## src/rtl/otp_decryptor.sv

```systemverilog
// One-time-pad receive side: XORs paired ciphertext/key words and assembles
// NWORDS recovered words into one plaintext message offered on valid/ready.
module otp_decryptor #(
    parameter int KEY_SIZE = 16,
    parameter int MSG_SIZE = 240,
    localparam int NWORDS  = MSG_SIZE / KEY_SIZE
) (
    input  logic                clk,
    input  logic                rst,
    input  logic                ct_valid,
    output logic                ct_ready,
    input  logic [KEY_SIZE-1:0] ct_data,
    input  logic                key_valid,
    output logic                key_ready,
    input  logic [KEY_SIZE-1:0] key_data,
    output logic                pt_valid,
    input  logic                pt_ready,
    output logic [MSG_SIZE-1:0] pt_data,
    output logic [3:0]          word_cnt
);

    // state      | meaning
    // ST_COLLECT | accepting joint ciphertext/key beats
    // ST_HOLD    | complete message offered on pt_data
    localparam logic [0:0] ST_COLLECT = 1'b0;
    localparam logic [0:0] ST_HOLD    = 1'b1;

    logic [0:0]          r_state;
    logic [MSG_SIZE-1:0] r_pt_data;
    logic [3:0]          r_word_cnt;
    logic                r_pt_valid;

    logic                w_collect;
    logic                w_beat;
    logic                w_last;
    logic [KEY_SIZE-1:0] w_word;

    // Each ready looks only at the other stream's valid, so the two streams
    // can never advance independently and no combinational loop is formed.
    assign w_collect = (r_state == ST_COLLECT);
    assign ct_ready  = w_collect && key_valid;
    assign key_ready = w_collect && ct_valid;
    assign w_beat    = w_collect && ct_valid && key_valid;
    assign w_last    = (r_word_cnt == 4'(NWORDS - 1));
    assign w_word    = ct_data ^ key_data;

    always_ff @(posedge clk or posedge rst) begin
        if (rst) begin
            r_state    <= ST_COLLECT;
            r_pt_data  <= '0;
            r_word_cnt <= '0;
            r_pt_valid <= 1'b0;
        end else begin
            case (r_state)
                ST_COLLECT: begin
                    if (w_beat) begin
                        for (int i = 0; i < NWORDS; i++) begin
                            if (r_word_cnt == 4'(i)) begin
                                r_pt_data[i*KEY_SIZE +: KEY_SIZE] <= w_word;
                            end
                        end
                        r_word_cnt <= r_word_cnt + 4'd1;
                        if (w_last) begin
                            r_state    <= ST_HOLD;
                            r_pt_valid <= 1'b1;
                        end
                    end
                end
                ST_HOLD: begin
                    // Old payload is left in place and overwritten word by word.
                    if (pt_ready) begin
                        r_state    <= ST_COLLECT;
                        r_pt_valid <= 1'b0;
                        r_word_cnt <= '0;
                    end
                end
                default: r_state <= ST_COLLECT;
            endcase
        end
    end

    assign pt_valid = r_pt_valid;
    assign pt_data  = r_pt_data;
    assign word_cnt = r_word_cnt;

endmodule

```

## config.mk

```make
export PLATFORM = sky130hd
export DESIGN_NAME = otp_decryptor
export DESIGN_NICKNAME = d
export VERILOG_FILES = /design/src/rtl/otp_decryptor.sv
export SDC_FILE = /design/constraint.sdc
export NUM_CORES = 1
export LEC_CHECK = 0
export ABC_AREA = 1
export CAP_MARGIN = 20
export CORE_MARGIN = 10
export CORE_UTILIZATION = 40
export CTS_BUF_LIST = sky130_fd_sc_hd__clkbuf_4 sky130_fd_sc_hd__clkbuf_8 sky130_fd_sc_hd__clkbuf_16
export CTS_CLUSTER_DIAMETER = 50
export DETAILED_ROUTE_END_ITERATION = 6
export HOLD_SLACK_MARGIN = 0.05
export PLACE_DENSITY = 0.79
export SYNTH_ARGS = -nofsm -noshare
export SYNTH_HDL_FRONTEND = slang
export SYNTH_SLANG_ARGS = --single-unit
```

## constraint.sdc

```tcl
create_clock -name clk -period 9 [get_ports clk]
set_input_delay 1.8 -clock clk [delete_from_list [all_inputs] [get_ports clk]]
set_output_delay 1.8 -clock clk [all_outputs]
set_load 0.1 [all_outputs]
```

Word-level counts from Yosys, hierarchy flattened
Index checks and enable logic that the tools add are counted.

Reductions and logical operators: 21. Bitwise logic cells: 2. Add/subtract/negate cells: 1. Equality and inequality tests: 17. Mux-type cells: 11.

Operators with widths (count): 3-bit AND reduction (16); 4-bit == test (second input constant) (7); 4-bit by 3-bit == test with 1-bit output (second input constant) (4); 16-bit XOR (1); 4-bit by 2-bit == test with 1-bit output (second input constant) (2); 4-bit two-way mux (2); 4-bit case mux with 2 select lines (1); 1-bit two-way mux (6); 4-bit by 1-bit adder with 4-bit output (second input constant) (1); 4-bit by 1-bit == test with 1-bit output (second input constant) (1); 4-bit logical NOT (1); 2-bit by 1-bit != test with 1-bit output (second input constant) (2); 1-bit case mux with 2 select lines (2); 1-bit logical AND (3); 2-bit != test (second input constant) (1); 2-bit AND reduction (1); 1-bit NOT (1).

Output and inout port bits: 247. Logic and storage cells: 70. Flip-flop bits (word level): 246. Bits of input ports: 37.

Longest topological paths before layout
Depth in word-level cells: 5. Depth in mapped cells: 8.

Least setup slack after synthesis
No wires, ideal clock.

Kind: input to output. Start: in ct_valid. End: out key_ready. Stages on the path: 2. Arrival: 3107 ps. Path slack: 4093 ps. Cells stage by stage: inv_1 nor2_1.

Longest elaborated chain between the ends: 1.

Ends and longest elaborated chain: start, declared (line 10) `input logic ct_valid,`; 1-bit logical AND (line 42) `assign key_ready = w_collect && ct_valid;`; end, declared (line 14) `output logic key_ready,`.

Every way passes these cells.

Worst setup path after layout
Same ends and word-level chain as after synthesis.

==> impl_metrics.py <==
metrics = {
    "route": {
        "routedWlPerCell_microns": 19.9,
        "initial_drt_pass_iterations": 5,
        "drt_iter0_drc": 779,
        "drt_drc_violations_left": 0,
        "antenna_violating_nets_post_route": 0,
        "drt_wl_total_microns": 34600,
        "detail_route.vias_per_cell": 4.96,
        "route.vias.total": 8612,
    },
    "finish": {
        "layout.nets": 1432,
        "layout-drive-gt1-share_pct": 8.50,
        "areaGrowthSynthToFinish_pct": 42.4,
        "final_cell_mix": "nand2_1 (696), clkdlybuf4s50_1 (283), dfrtp_1 (246)",
        "final_common_cell": "nand2_1",
        "n_antenna_cell": 0,
    },
    "clocking": {
        "max-clock-path-buffers": 3,
        "htree_levels": 1,
        "cts_tree": "built",
        "buffer_type_at_the_clock_tree_root": "clkbuf_16",
        "post_cts_setup_repair_buffer_count": 0,
        "cts_buffers": 28,
        "clk_latency_ps": 540,
        "cts_repair_resize_count": 0,
        "ctsHoldBuffers": 0,
        "cts.sink_count": 246,
        "clock_pin_slew_of_the_registers_on_the_worst_case_setup_and_hold_paths_ps": 60,
    },
    "worst_setup_path": {
        "source_of_the_worst_register_to_register_timing_path": "r_state",
        "critical_path_arrival_ps": 3660,
        "timing.reg2reg.worst_path_depth": 6,
        "rrSetupSlack_ps": 6260,
        "setup.worst_path.start": "ct_valid",
        "type_of_element_capturing_the_critical_path": "primary output",
        "critPathRequiredTime_ps": 7200,
        "crit_end": "key_ready",
        "critical_path.startpoint_type": "primary input",
        "critPathKind": "primary input to primary output",
        "critical_path_peak_fanout": 2,
        "timing.rr.end": "pt_data[227]",
    },
    "sta": {
        "setup_viol": 0,
        "finalHoldViolations": 0,
        "fin_crit_sh_pct": 60.7,
        "max_clock_freq_ghz": 0.183,
        "final.setup.worst_slack_ps": 3540,
        "grt_setup_unrepaired": "no",
        "slew_headroom_pct": 18.7,
        "finalWorstPathRequiredPeriod_ps": 5460,
        "final.setup.tns_ps": 0,
        "tightestPinTransition_ps": 1220,
        "maxSlewViolCount": 0,
        "skew_ps": 15.6,
    },
    "die": {
        "chipWidth_microns": 177,
        "design.core.area_sq_mm": 0.0243,
        "pin_count": 284,
        "initial_core_utilization_pct": 40.6,
        "num_rows": 57,
        "die_height_microns": 177,
        "die-area_sq_mm": 0.0314,
    },
    "logic_synthesis": {
        "netlist-cell-type-count": 19,
        "mappedNetlistArea_sq_mm": 0.00988,
        "yosysSeqAreaShare_pct": 62.3,
        "synth.net_count": 1155,
        "avg_cell_area_syn_sq_um": 8.87,
        "yosys.area.top_type": "dfrtp_1",
        "syn-instance-count": 1114,
        "yosys.area.top_type_share_pct": 62.3,
        "ys_seq_elements": 246,
        "synth.top_cells.by_area": "dfrtp_1 (62%), nand2_1 (26%), o21ai_0 (1.8%)",
        "ys_warn_count": 0,
    },
    "global_route": {
        "grt_overflow": 0,
        "grt_pass1_vias": 8602,
        "grt_pass1_wl_microns": 52200,
        "antenna_found_initial": 0,
        "global_route.usage.total_pct": 21.4,
        "maximum_number_of_pins_on_one_net_before_global_route_repair": 103,
    },
    "job": {
        "timing.max_cap.violations": 0,
    },
    "place": {
        "dp_worst_setup_slack_ps": 3550,
        "portBuffers": 283,
        "gp_routability_congestion": 0.811,
        "detailed_place_hpwl_microns": 23600,
    },
    "hold_path": {
        "min-delay-path-class": "flop to flop",
    },
    "status": {
        "run_status": "completed",
    },
}
[state kept, by name (all words and copies together), names as in the netlist]
name / count
pt_data: 240
word_cnt: 4
pt_valid: 1
r_state: 1
[metal layers]
| metal | share of wire [%] | wire, microns | global-route usage (%) | vias up |
|---|---|---|---|---|
| li1 | - | - | - | 3915 |
| met1 | 40 | 13900 | 26.9 | 4245 |
| met2 | 47 | 16300 | 34.6 | 387 |
| met3 | 10 | 3590 | 6.98 | 65 |
| met4 | 2.4 | 840 | 5.85 | 0 |
| met5 | 0 | 0 | 0 | - |
[cell families (layout without fill, tap and decap cells)]
kind of cell    Yosys count  count (layout)  synth area share [%]
simple gates            742             742                  30.6
flops                   246             246                  62.3
buf+inv                  69             366                  3.28
compound gates           36              36                  1.82
xor+xnor                 17              17                  1.51
fa+ha+maj                 4               4                 0.507
[how the worst min path moves through the flow]
stage	start	endpoint	slack [ps]	depth (start not counted)
final	pt_data[226]	pt_data[226]	470	2
after CTS	pt_data[235]	pt_data[235]	470	2
after detailed placement	pt_data[234]	pt_data[234]	460	2
after global routing	pt_data[235]	pt_data[235]	500	2
after floorplan	r_state	r_state	600	2
after global placement	pt_data[226]	pt_data[226]	460	2
[synthesized netlist by cell type]
cell / n
inv_1: 15
o21ai_0: 36
nor3_2: 3
nand2_2: 15
nand3_4: 1
nor2_2: 1
xor2_1: 17
dfrtp_1: 246
nand3_1: 4
nand2_1: 696
buf_2: 19
ha_1: 4
nor3_4: 9
clkbuf_1: 22
inv_2: 3
nor2_4: 6
buf_6: 1
buf_4: 9
nor2_1: 7
[critical path, cell delays in order]
cell and delay [ps]:
clkdlybuf4s50_1 530, inv_1 60, nor2_1 120, clkdlybuf4s50_1 1150
[through the flow]
| stage | instance area, sq um | std cells | hold WS (ps) | utilization [%] |
|---|---|---|---|---|
| after floorplan | 9880 | 1114 | 598 | - |
| after global placement | 13100 | 1681 | 455 | 53.7 |
| after detailed placement | 13100 | 1681 | 457 | 53.7 |
| after CTS | 14000 | 1731 | 472 | 57.6 |
| after global routing | 14100 | 1735 | 497 | 57.9 |
| final | 14100 | 1735 | 470 | 57.9 |
[cell type report]
class	count	area [sq um]
clock inverter	13	128
tap	324	405
fill	1979	10200
timing repair buffer	298	2970
clock buffer	37	817
inverter	18	75.1
sequential	246	6160
multi-input combinational	799	3520
Power is not shown: default switching activity piles up to over one toggle a cycle in this logic, so the estimate is an artifact.
